===== config.mk =====
export PLATFORM = sky130hd
export DESIGN_NAME = gcd_sequencer
export DESIGN_NICKNAME = d
export VERILOG_FILES = /design/src/rtl/gcd_sequencer.sv
export SDC_FILE = /design/constraint.sdc
export NUM_CORES = 1
export LEC_CHECK = 0
export ABC_AREA = 1
export BUFFER_PORTS_ARGS = -buffer_cell sky130_fd_sc_hd__buf_2
export CORE_MARGIN = 1
export CORE_UTILIZATION = 45
export DETAILED_ROUTE_END_ITERATION = 8
export HOLD_SLACK_MARGIN = 0.02
export PLACE_DENSITY = 0.67
export SLEW_MARGIN = 10
export SYNTH_ARGS = -nofsm -noshare
export SYNTH_HDL_FRONTEND = slang
export SYNTH_SLANG_ARGS = --single-unit

===== constraint.sdc =====
create_clock -name clk -period 4.1 [get_ports clk]
set_clock_uncertainty 0.2 [all_clocks]
set_input_delay 0.82 -clock clk [delete_from_list [all_inputs] [get_ports clk]]
set_output_delay 0.82 -clock clk [all_outputs]
set_load 0.05 [all_outputs]

===== src/rtl/gcd_sequencer.sv =====
// Operand FIFO plus dispatcher/collector around a GCD engine: zero operands bypass the
// engine, and a watchdog turns a missing gcd_done into an error result.
module gcd_sequencer #(
  parameter int WIDTH   = 32,
  parameter int DEPTH   = 4,
  parameter int TIMEOUT = 1024
) (
  input  logic                     clk,
  input  logic                     reset_n,
  input  logic                     in_valid,
  output logic                     in_ready,
  input  logic [WIDTH-1:0]         in_a,
  input  logic [WIDTH-1:0]         in_b,
  output logic [WIDTH-1:0]         gcd_a,
  output logic [WIDTH-1:0]         gcd_b,
  output logic                     gcd_start,
  input  logic [WIDTH-1:0]         gcd_result,
  input  logic                     gcd_done,
  output logic                     out_valid,
  input  logic                     out_ready,
  output logic [WIDTH-1:0]         out_result,
  output logic                     out_err,
  output logic [$clog2(DEPTH):0]   count
);
  localparam int AW = $clog2(DEPTH);
  localparam int TW = $clog2(TIMEOUT);
  localparam logic [AW:0]   FULL  = (AW+1)'(DEPTH);
  localparam logic [TW-1:0] TLAST = TW'(TIMEOUT - 1);

  typedef enum logic {IDLE, WAIT} state_t;

  state_t             state_q, state_d;
  logic [2*WIDTH-1:0] mem_q [DEPTH];
  logic [AW-1:0]      wr_ptr_q, rd_ptr_q;
  logic [AW:0]        count_q, count_d;
  logic [TW-1:0]      timer_q, timer_d;
  logic [WIDTH-1:0]   gcd_a_q, gcd_a_d, gcd_b_q, gcd_b_d;
  logic               gcd_start_q, gcd_start_d;
  logic               out_valid_q, out_valid_d;
  logic [WIDTH-1:0]   out_result_q, out_result_d;
  logic               out_err_q, out_err_d;

  logic               push, pop, slot_free, load, load_err;
  logic [WIDTH-1:0]   head_a, head_b, load_res;

  assign in_ready   = reset_n && (count_q != FULL);
  assign gcd_a      = gcd_a_q;
  assign gcd_b      = gcd_b_q;
  assign gcd_start  = gcd_start_q;
  assign out_valid  = out_valid_q;
  assign out_result = out_result_q;
  assign out_err    = out_err_q;
  assign count      = count_q;

  always_comb begin
    push         = in_valid && in_ready;
    slot_free    = !out_valid_q || out_ready;
    head_a       = mem_q[rd_ptr_q][2*WIDTH-1:WIDTH];
    head_b       = mem_q[rd_ptr_q][WIDTH-1:0];
    state_d      = state_q;
    timer_d      = timer_q;
    gcd_a_d      = gcd_a_q;
    gcd_b_d      = gcd_b_q;
    gcd_start_d  = 1'b0;
    pop          = 1'b0;
    load         = 1'b0;
    load_err     = 1'b0;
    load_res     = '0;

    case (state_q)
      IDLE: begin
        if (count_q != '0 && slot_free) begin
          pop = 1'b1;
          // gcd(0,x)=x and gcd(0,0)=0, so OR-ing the operands is the answer
          if (head_a == '0 || head_b == '0) begin
            load     = 1'b1;
            load_res = head_a | head_b;
          end else begin
            gcd_a_d     = head_a;
            gcd_b_d     = head_b;
            gcd_start_d = 1'b1;
            timer_d     = '0;
            state_d     = WAIT;
          end
        end
      end
      WAIT: begin
        if (gcd_done) begin
          load     = 1'b1;
          load_res = gcd_result;
          state_d  = IDLE;
        end else if (timer_q == TLAST) begin
          load     = 1'b1;
          load_err = 1'b1;
          state_d  = IDLE;
        end else begin
          timer_d = timer_q + 1'b1;
        end
      end
      default: state_d = IDLE;
    endcase

    // Dispatch only happens with a free slot, so a load never overwrites an unaccepted result.
    if (load)                          out_valid_d = 1'b1;
    else if (out_valid_q && out_ready) out_valid_d = 1'b0;
    else                               out_valid_d = out_valid_q;
    out_result_d = load ? load_res : out_result_q;
    out_err_d    = load ? load_err : out_err_q;
    count_d      = count_q + (AW+1)'(push) - (AW+1)'(pop);
  end

  always_ff @(posedge clk) begin
    if (push) mem_q[wr_ptr_q] <= {in_a, in_b};
  end

  always_ff @(posedge clk or negedge reset_n) begin
    if (!reset_n) begin
      state_q      <= IDLE;
      wr_ptr_q     <= '0;
      rd_ptr_q     <= '0;
      count_q      <= '0;
      timer_q      <= '0;
      gcd_a_q      <= '0;
      gcd_b_q      <= '0;
      gcd_start_q  <= 1'b0;
      out_valid_q  <= 1'b0;
      out_result_q <= '0;
      out_err_q    <= 1'b0;
    end else begin
      state_q      <= state_d;
      if (push) wr_ptr_q <= wr_ptr_q + 1'b1;
      if (pop)  rd_ptr_q <= rd_ptr_q + 1'b1;
      count_q      <= count_d;
      timer_q      <= timer_d;
      gcd_a_q      <= gcd_a_d;
      gcd_b_q      <= gcd_b_d;
      gcd_start_q  <= gcd_start_d;
      out_valid_q  <= out_valid_d;
      out_result_q <= out_result_d;
      out_err_q    <= out_err_d;
    end
  end
endmodule


==> results of run 1 <==
[kinds of logic after synthesis]
kind of cell	synth area share, %
AO/OA/AOI/OAI	2.45
AND/OR/NAND/NOR	22.6
buffers and inverters	3.73
XOR/XNOR	0.290
adder cells (fa/ha/maj)	0.712
flip-flops	70.3
[where the power goes]
group          switching [mW]  total [mW]  internal, mW
clock                    1.38        3.42          2.04
sequential              0.454        5.34          4.89
combinational            4.99        6.43          1.43
[layer usage]
metal / share of wire, % / vias up
li1: - / 5163
met1: 43 / 5253
met2: 47 / 427
met3: 7.5 / 65
met4: 2.4 / 6
met5: 0.076 / -
[critical path: stages (launching register included)]
cell and delay (ns):
sky130_fd_sc_hd__dfrtp_4 0.50, sky130_fd_sc_hd__inv_4 0.39, sky130_fd_sc_hd__buf_4 0.33, sky130_fd_sc_hd__nand2_1 0.08, sky130_fd_sc_hd__nand3_1 0.08, sky130_fd_sc_hd__nand2_1 0.20, sky130_fd_sc_hd__nand2_1 0.11, sky130_fd_sc_hd__nor2_1 0.05
sky130_fd_sc_hd__nand2_1 0.14, sky130_fd_sc_hd__nor2_1 0.06, sky130_fd_sc_hd__nand2_1 0.14, sky130_fd_sc_hd__nand3_4 0.38, sky130_fd_sc_hd__buf_12 0.38, sky130_fd_sc_hd__nand2_1 0.09, sky130_fd_sc_hd__o21ai_0 0.09
[layout make-up]
class | count | area [µm²] | area share (%)
Sequential cell | 373 | 10600 | 59.2
Multi-Input combinational cell | 917 | 3970 | 22.1
Timing Repair Buffer | 227 | 1310 | 7.31
Clock buffer | 54 | 1090 | 6.09
Tap cell | 442 | 553 | 3.08
Inverter | 62 | 235 | 1.31
Clock inverter | 14 | 146 | 0.816
Antenna cell | 7 | 17.5 | 0.0976
[final timing paths]
path | start | endpoint | slack, ns | depth (start not counted)
worst max-delay path | rd_ptr_q[0] | gcd_b[24] | 0.69 | 14
worst min-delay path | reset_n | out_result[14] | 0.26 | 2
worst max register to register | rd_ptr_q[0] | gcd_b[24] | 0.69 | 14
worst min register to register | gcd_a[21] | gcd_a[21] | 0.28 | 2
max in group asynchronous | reset_n | rd_ptr_q[0] | 1.94 | 3
min in group clk | gcd_a[21] | gcd_a[21] | 0.28 | 2
[flip-flops by register name, indices dropped and copies added (netlist names), 2 cells and up]
signal,count
mem_q,256
gcd_a,32
gcd_b,32
out_result,32
timer_q,10
count,3
rd_ptr_q,2
wr_ptr_q,2
[Yosys cell counts, types with 3 or more instances]
library cell,count
sky130_fd_sc_hd__xor2_1,3
sky130_fd_sc_hd__ha_1,7
sky130_fd_sc_hd__clkbuf_1,12
sky130_fd_sc_hd__buf_1,8
sky130_fd_sc_hd__inv_2,3
sky130_fd_sc_hd__o21ai_0,67
sky130_fd_sc_hd__nor2_1,38
sky130_fd_sc_hd__buf_2,51
sky130_fd_sc_hd__dfrtp_1,117
sky130_fd_sc_hd__edfxtp_1,256
sky130_fd_sc_hd__inv_1,58
sky130_fd_sc_hd__nand2_1,579
sky130_fd_sc_hd__nand3_1,206
[metrics by stage]
| stage | utilization (%) | cells | worst slack, ns | cell area, µm² | hold WS, ns |
|---|---|---|---|---|---|
| floorplan | - | 1423 | 0.195 | 15100 | 0.297 |
| detailed placement | 50.9 | 2021 | 0.735 | 16700 | 0.270 |
| finish | 54.7 | 2096 | 0.692 | 17900 | 0.264 |
| CTS | 54.7 | 2089 | 0.702 | 17900 | 0.284 |
| global route | 54.7 | 2092 | 0.517 | 17900 | 0.301 |
| global placement | 50.9 | 2021 | 0.783 | 16700 | 0.261 |
==> impl_metrics.json, run 1 <==
{
  "max_freq_mhz": 293,
  "synthesized_nets": 1532,
  "htree_num_levels": 2,
  "ys_seq_area_share_pct": 70.3,
  "clock_sinks": 373,
  "crit_path_max_fanout": 79,
  "drtIter0Drc": 979,
  "final_hold_violation_count": 0,
  "floorplan.die.height_um": 185,
  "top_level_ports": 204,
  "timing.critical_path.to_type": "flop",
  "initial_core_util_pct": 46.1,
  "clock_buffers_created_by_tritoncts": 39,
  "grt_busiest_layer": "met2",
  "ys_dominant_reg_cell": "sky130_fd_sc_hd__edfxtp_1",
  "nets": 1729,
  "netlist_instances": 1423,
  "synth_edf_count": 256,
  "grt_antenna_before_repair": 8,
  "cts_root_buffer": "sky130_fd_sc_hd__clkbuf_16",
  "area_of_the_core_region_um2": 32800,
  "min-delay-path-class": "input port to asynchronous set/reset pin",
  "avgSynthCellArea_um2": 10.6,
  "async_reset_ff_share_pct": 31.4,
  "final_min_period_over_clock_period_pct": 83.1,
  "grt_use_met1_pct": 33.7,
  "synth.top_cell.area_share_pct": 50.9,
  "syn2layout_area_growth_pct": 18.8,
  "largest_net_degree_at_the_start_of_global_routing": 130,
  "grt_pass1_wl_mm": 60.7,
  "mostFrequentLayoutCell": "sky130_fd_sc_hd__nand2_1",
  "floorplan.die.width_um": 185,
  "design.die.area_um2": 34300,
  "data_arrival_time_of_the_critical_path_ns": 3.59,
  "setup-tns-final_ns": 0,
  "cts_hold_buf": 0,
  "drv_cap": 0,
  "viasPerCell": 5.21,
  "fill_cells": 2815,
  "ys_top_cells_by_area": "sky130_fd_sc_hd__edfxtp_1 51%, sky130_fd_sc_hd__dfrtp_1 19%, sky130_fd_sc_hd__nand2_1 14%",
  "required_time_of_the_critical_path_ns": 4.28,
  "globalplace.congestion": 0.806,
  "drt_drc_violations_left": 0,
  "finalWirelength_mm": 40.7,
  "setup.worst_path.start_class": "flop",
  "clk-insertion-delay-late_ns": 0.52,
  "total_count_of_max_transition_violations_in_the_final_report": 0,
  "relSlewSlack_pct": 38.4,
  "number_of_gates_resized_after_cts": 0,
  "tightest_slew_ns": 0.924,
  "min_period_ns": 3.41,
  "io_buffers": 203,
  "cts-root-to-sink-buffers": 3,
  "synthesis.area_um2": 15100,
  "fraction_of_final_layout_cells_with_drive_strength_greater_than_1_pct": 17.8,
  "largest_vdd_supply_drop_v": 0.000539,
  "grt_remaining_overflow": 0,
  "cts_tree": "built",
  "grt_pass1_vias": 9975,
  "number_of_distinct_library_cells_after_synthesis": 26,
  "synth.yosys.warnings": 0,
  "outcome": "complete, no violations",
  "setup_viol_count_final": 0,
  "cts_post_setup_buffers_inserted": 0,
  "core.rowCount": 66,
  "power_leakage_nw": 7.75,
  "wl_per_cell_um": 19.4,
  "grt_util_all_layers_pct": 23.9,
  "drt-pass1-iter-count": 7,
  "rsz_0062_raised_after_global_routing": "no",
  "ant_nets": 0,
  "yosysTopAreaCell": "sky130_fd_sc_hd__edfxtp_1",
  "place_hpwl_mm": 26.4,
  "cts.reportedPaths.clkPinSlew_ns": 0.06,
  "routed-via-count": 10914,
  "pwr_dens_nw_per_um2": 846,
  "ys_seq_elements": 373,
  "final_cell_mix": "579 x sky130_fd_sc_hd__nand2_1, 256 x sky130_fd_sc_hd__edfxtp_1, 206 x sky130_fd_sc_hd__nand3_1",
  "timing.setup.critical_path_class": "flop to flop",
  "grtUsageMet3_pct": 4.03,
  "report.power.total_mw": 15.2,
  "grt_use_met2_pct": 37.9
}
Note: power is estimated with default switching activity, not from simulation.
==> run 2: changes to the inputs <==
--- a/config.mk
+++ b/config.mk
@@ -11,7 +11,6 @@
 export CORE_UTILIZATION = 45
 export DETAILED_ROUTE_END_ITERATION = 8
 export HOLD_SLACK_MARGIN = 0.02
-export PLACE_DENSITY = 0.67
 export SLEW_MARGIN = 10
 export SYNTH_ARGS = -nofsm -noshare
 export SYNTH_HDL_FRONTEND = slang
==> constraint.sdc (replaced) <==
create_clock -name clk -period 3.52 [get_ports clk]
set_clock_uncertainty 0.2 [all_clocks]
set_input_delay 0.704 -clock clk [delete_from_list [all_inputs] [get_ports clk]]
set_output_delay 0.704 -clock clk [all_outputs]
set_load 0.05 [all_outputs]
==> impl_metrics.json, run 2 (synthesis gave the netlist of run 1 again) <==
{
  "mostFrequentLayoutCell": "sky130_fd_sc_hd__nand2_1",
  "largest_register_ffs": 256,
  "drtIter0Drc": 910,
  "grt_util_all_layers_pct": 24.4,
  "floorplan.die.height_um": 185,
  "drv_cap": 0,
  "drt-pass1-iter-count": 5,
  "layout.cell_area.non_filler_um2": 18200,
  "routed-via-count": 10907,
  "area_of_the_core_region_um2": 32800,
  "htree_num_levels": 2,
  "whs_ns": 0.0767,
  "number_of_gates_resized_after_cts": 0,
  "min_period_ns": 3.06,
  "rsz_0062_raised_after_global_routing": "no",
  "power_leakage_nw": 7.88,
  "outcome": "complete, no violations",
  "grt_pass1_wl_mm": 61.8,
  "design.die.area_um2": 34300,
  "data_arrival_time_of_the_critical_path_ns": 3.27,
  "setup_viol_count_final": 0,
  "clk-insertion-delay-late_ns": 0.54,
  "top_level_ports": 204,
  "final_min_period_over_clock_period_pct": 87.0,
  "initial_core_util_pct": 46.1,
  "largest_net_degree_at_the_start_of_global_routing": 130,
  "tightest_slew_ns": 0.977,
  "core.rowCount": 66,
  "final_hold_violation_count": 0,
  "io_buffers": 203,
  "floorplan.die.width_um": 185,
  "grt_pass1_vias": 10331,
  "max_freq_mhz": 327,
  "min-delay-path-class": "input port to asynchronous set/reset pin",
  "drt_drc_violations_left": 0,
  "detailedPlace.worstSlack_ns": 0.594,
  "setup.worst_path.start_class": "flop",
  "place_hpwl_mm": 26.6,
  "cts_hold_buf": 0,
  "viasPerCell": 5.16,
  "timing.final.ws_setup_ns": 0.458,
  "pwr_dens_nw_per_um2": 987,
  "largest_vdd_supply_drop_v": 0.000870,
  "detailed_place.area_um2": 16900,
  "setup-tns-final_ns": 0,
  "final_cell_mix": "579 x sky130_fd_sc_hd__nand2_1, 256 x sky130_fd_sc_hd__edfxtp_1, 206 x sky130_fd_sc_hd__nand3_1",
  "ant_nets": 0,
  "globalplace.congestion": 0.845,
  "cts_root_buffer": "sky130_fd_sc_hd__clkbuf_16",
  "finalWirelength_mm": 41.2,
  "relSlewSlack_pct": 34.8,
  "largest_register": "mem_q",
  "cts_post_setup_buffers_inserted": 0,
  "wl_per_cell_um": 19.5,
  "syn2layout_area_growth_pct": 20.3,
  "timing.setup.critical_path_class": "flop to flop",
  "total_count_of_max_transition_violations_in_the_final_report": 0,
  "clock_buffers_created_by_tritoncts": 39,
  "timing.critical_path.to_type": "flop",
  "fraction_of_final_layout_cells_with_drive_strength_greater_than_1_pct": 18.9,
  "nets": 1748,
  "grt_remaining_overflow": 0,
  "cts-root-to-sink-buffers": 3,
  "grt_antenna_before_repair": 3,
  "cts_tree": "built",
  "required_time_of_the_critical_path_ns": 3.73,
  "clock_sinks": 373,
  "crit_path_max_fanout": 129,
  "cts.reportedPaths.clkPinSlew_ns": 0.06,
  "fin_util_pct": 55.5
}
[run 2: changes by cell type in the layout (fill, tap and decap cells not counted)]
cell,before,now
sky130_fd_sc_hd__a21boi_1,1,0
sky130_fd_sc_hd__clkbuf_16,39,43
sky130_fd_sc_hd__clkbuf_1,9,12
sky130_fd_sc_hd__clkinv_1,5,4
sky130_fd_sc_hd__clkinv_8,0,1
sky130_fd_sc_hd__clkinv_2,5,6
sky130_fd_sc_hd__clkbuf_8,6,5
sky130_fd_sc_hd__diode_2,7,2
sky130_fd_sc_hd__bufinv_16,3,1
sky130_fd_sc_hd__a21boi_2,0,1
sky130_fd_sc_hd__buf_4,16,31
sky130_fd_sc_hd__inv_4,1,0
sky130_fd_sc_hd__buf_12,9,13
[run 2: metal layers]
| metal | share of wire [%] | global-route usage (%) |
|---|---|---|
| met4 | 1.8 | 6.41 |
| met1 | 43 | 33.3 |
| met5 | 0.029 | 0 |
| met2 | 48 | 39.9 |
| met3 | 6.9 | 4.68 |
[run 2: final timing paths]
kind                             start           to  slack (ns)  cells past startpoint
max in group asynchronous      reset_n  rd_ptr_q[0]        2.42                      2
min reg2reg                   gcd_a[1]     gcd_a[1]        0.28                      2
min                            reset_n    gcd_start        0.08                      2
max reg2reg                rd_ptr_q[0]   timer_q[1]        0.46                     14
min in group clk               in_b[2]  mem_q[0][2]        0.18                      1
max                        rd_ptr_q[0]   timer_q[1]        0.46                     14
[run 2: stage by stage]
step | power [mW] | std cells
after global routing | 18.9 | 2113
after floorplan | 11.3 | 1423
after CTS | 18.1 | 2112
after global placement | 13.9 | 2040
after detailed placement | 14.0 | 2040
final | 17.9 | 2114
[run 2: area by class of cell]
class | count | area [µm²]
Antenna cell | 2 | 5.00
Clock buffer | 60 | 1190
Clock inverter | 12 | 98.8
Fill cell | 2868 | 14600
Inverter | 62 | 234
Multi-Input combinational cell | 917 | 3980
Sequential cell | 373 | 10600
Tap cell | 442 | 553
Timing Repair Buffer | 246 | 1500
[run 2: worst max-delay path, stage by stage, from the launching register on]
cell                      delay, ns
sky130_fd_sc_hd__dfrtp_4       0.49
sky130_fd_sc_hd__buf_12        0.25
sky130_fd_sc_hd__nand2_1       0.15
sky130_fd_sc_hd__nand3_1       0.09
sky130_fd_sc_hd__nand2_1       0.15
sky130_fd_sc_hd__nand2_1       0.10
sky130_fd_sc_hd__nor2_1        0.25
sky130_fd_sc_hd__nand2_1       0.09
sky130_fd_sc_hd__nor2_1        0.11
sky130_fd_sc_hd__nand2_1       0.11
sky130_fd_sc_hd__nand3_4       0.09
sky130_fd_sc_hd__buf_12        0.33
sky130_fd_sc_hd__nand2_1       0.21
sky130_fd_sc_hd__nand2_1       0.11
sky130_fd_sc_hd__nand2_1       0.05
[run 2: power by group]
| part | internal [mW] | switching [mW] | total [mW] | leakage (nW) |
|---|---|---|---|---|
| clock | 2.41 | 1.65 | 4.07 | 0.630 |
| sequential | 5.69 | 0.487 | 6.18 | 3.77 |
| combinational | 1.86 | 5.84 | 7.70 | 3.49 |
| total | 9.96 | 7.99 | 17.9 | 7.88 |
==> run 3: changes to the inputs <==
--- a/config.mk
+++ b/config.mk
@@ -11,6 +11,7 @@
 export CORE_UTILIZATION = 45
 export DETAILED_ROUTE_END_ITERATION = 8
 export HOLD_SLACK_MARGIN = 0.02
+export PLACE_DENSITY = 0.67
 export SLEW_MARGIN = 10
 export SYNTH_ARGS = -nofsm -noshare
 export SYNTH_HDL_FRONTEND = slang
==> constraint.sdc (replaced) <==
create_clock -name clk -period 2.5 [get_ports clk]
set_clock_uncertainty 0.2 [all_clocks]
set_input_delay 0.5 -clock clk [delete_from_list [all_inputs] [get_ports clk]]
set_output_delay 0.5 -clock clk [all_outputs]
set_load 0.05 [all_outputs]
==> impl_metrics.json, run 3 (synthesis gave the netlist of run 1 again) <==
{
  "outcome": "complete, but fails checks",
  "failed_checks": "setup timing",
  "detailed_place.area_um2": 17500,
  "wl_per_cell_um": 20.4,
  "rsz_0062_raised_after_global_routing": "yes",
  "cts_tree": "built",
  "cts.reportedPaths.clkPinSlew_ns": 0.06,
  "grt_pass1_vias": 11311,
  "clock_sinks": 373,
  "relSlewSlack_pct": 52.9,
  "design.die.area_um2": 34300,
  "timing.critical_path.to_type": "flop",
  "drv_cap": 0,
  "setup-tns-final_ns": -18.74,
  "core.rowCount": 66,
  "detailedPlace.worstSlack_ns": -0.369,
  "multi_input_comb_area_um2": 4540,
  "timing.setup.critical_path_class": "flop to flop",
  "drtIter0Drc": 1206,
  "power_leakage_nw": 9.13,
  "routed-via-count": 12064,
  "setup_viol_count_final": 110,
  "data_arrival_time_of_the_critical_path_ns": 2.97,
  "whs_ns": 0.0363,
  "place_hpwl_mm": 28.5,
  "crit_path_max_fanout": 8,
  "floorplan.die.width_um": 185,
  "min-delay-path-class": "input port to flop",
  "setup.worst_path.start_class": "flop",
  "final_cell_mix": "495 x sky130_fd_sc_hd__nand2_1, 256 x sky130_fd_sc_hd__edfxtp_1, 202 x sky130_fd_sc_hd__buf_2",
  "drt_drc_violations_left": 0,
  "syn2layout_area_growth_pct": 38.0,
  "largest_net_degree_at_the_start_of_global_routing": 118,
  "grt_util_all_layers_pct": 25.9,
  "grt_antenna_before_repair": 2,
  "largest_register": "mem_q",
  "pwr_dens_nw_per_um2": 1430,
  "top_level_ports": 204,
  "floorplan.die.height_um": 185,
  "total_count_of_max_transition_violations_in_the_final_report": 0,
  "final_hold_violation_count": 0,
  "clk-insertion-delay-late_ns": 0.52,
  "io_buffers": 203,
  "mostFrequentLayoutCell": "sky130_fd_sc_hd__nand2_1",
  "area.sequential_um2": 10600,
  "fraction_of_final_layout_cells_with_drive_strength_greater_than_1_pct": 30.8,
  "area_of_the_core_region_um2": 32800,
  "ant_nets": 0,
  "fill_cells": 2479,
  "clock_buffers_created_by_tritoncts": 38,
  "drt-pass1-iter-count": 6,
  "largest_vdd_supply_drop_v": 0.00106,
  "required_time_of_the_critical_path_ns": 2.74,
  "tightest_slew_ns": 0.707,
  "globalplace.congestion": 0.803,
  "largest_register_ffs": 256,
  "viasPerCell": 5.29,
  "max_freq_mhz": 365,
  "finalWirelength_mm": 46.6,
  "final_min_period_over_clock_period_pct": 110,
  "cts-root-to-sink-buffers": 3,
  "nets": 1918,
  "layout.cell_area.non_filler_um2": 20800,
  "grt_remaining_overflow": 0,
  "min_period_ns": 2.74,
  "initial_core_util_pct": 46.1,
  "htree_num_levels": 2,
  "timing.final.ws_setup_ns": -0.238,
  "grt_pass1_wl_mm": 66.0,
  "report.power.total_mw": 29.7,
  "cts_root_buffer": "sky130_fd_sc_hd__clkbuf_16"
}
==> run 3: cell types whose count changed in the layout (fill, tap and decap cells not counted), moves of 24 or more <==
| cell | change |
|---|---|
| sky130_fd_sc_hd__buf_4 | +64 |
| sky130_fd_sc_hd__dlygate4sd3_1 | +60 |
| sky130_fd_sc_hd__nand2_1 | -84 |
| sky130_fd_sc_hd__nand2_2 | +67 |
| sky130_fd_sc_hd__nand3_1 | -24 |
| sky130_fd_sc_hd__nand3_2 | +24 |
| sky130_fd_sc_hd__o21ai_0 | -32 |
==> run 3: cell type report <==
cell class	count	area share, %
antenna	2	0.0240
clock buffer	54	5.29
clock inverter	15	0.978
inverter	62	1.18
multi-input combinational	917	21.8
sequential	373	51.0
tap	442	2.65
timing repair buffer	417	17.1
==> run 3: repair_timing <==
action                                  CTS  global route
hold buffers                             60             0
setup buffers                            12             8
cloned                                    8            16
pin swaps                                17            38
resized for setup                        90           145
endpoints found under the setup margin  110           111
endpoints found under the hold margin   350             0
==> run 3: metal layers <==
layer	GRT usage [%]	up-vias	share of wire [%]
met2	42.9	577	49
li1	-	5543	-
met4	9.32	2	3.1
met3	3.58	91	7.6
met1	35.0	5851	40
met5	0	-	0.030
==> run 3: per-stage QoR <==
step	utilization (%)	cells
floorplan	-	1423
global placement	53.4	2108
detailed placement	53.4	2108
CTS	60.8	2256
global route	63.6	2281
finish	63.6	2282
==> run 3: worst max-delay path, cell delays in order (launching register included) <==
cell	delay, ns
sky130_fd_sc_hd__dfrtp_4	0.53
sky130_fd_sc_hd__clkinv_8	0.16
sky130_fd_sc_hd__clkbuf_16	0.19
sky130_fd_sc_hd__buf_4	0.15
sky130_fd_sc_hd__nand2_2	0.08
sky130_fd_sc_hd__nand3_2	0.07
sky130_fd_sc_hd__nand2_2	0.10
sky130_fd_sc_hd__nand2_1	0.07
sky130_fd_sc_hd__nor2_1	0.10
sky130_fd_sc_hd__nand2_1	0.11
sky130_fd_sc_hd__nor2_2	0.18
sky130_fd_sc_hd__nand2_4	0.10
sky130_fd_sc_hd__nand3_4	0.13
sky130_fd_sc_hd__buf_12	0.18
sky130_fd_sc_hd__clkbuf_16	0.18
sky130_fd_sc_hd__nand2_2	0.04
sky130_fd_sc_hd__o21ai_1	0.09
==> run 3: report_power, final <==
part	internal [mW]	leakage, nW	switching, mW
logic	5.22	4.72	9.71
registers	8.02	3.76	0.878
clock network	3.60	0.641	2.32
total	16.8	9.13	12.9
==> run 3: worst paths after layout <==
check	endpoint	start	slack, ns	cells after the start
setup / recovery	gcd_a[26]	rd_ptr_q[0]	-0.24	16
min in group asynchronous	gcd_b[30]	reset_n	0.45	3
max in group asynchronous	rd_ptr_q[0]	reset_n	1.05	3
hold reg to reg	gcd_a[23]	gcd_a[23]	0.28	2
setup reg to reg	gcd_a[26]	rd_ptr_q[0]	-0.24	16
hold / removal	mem_q[0][50]	in_a[18]	0.04	1
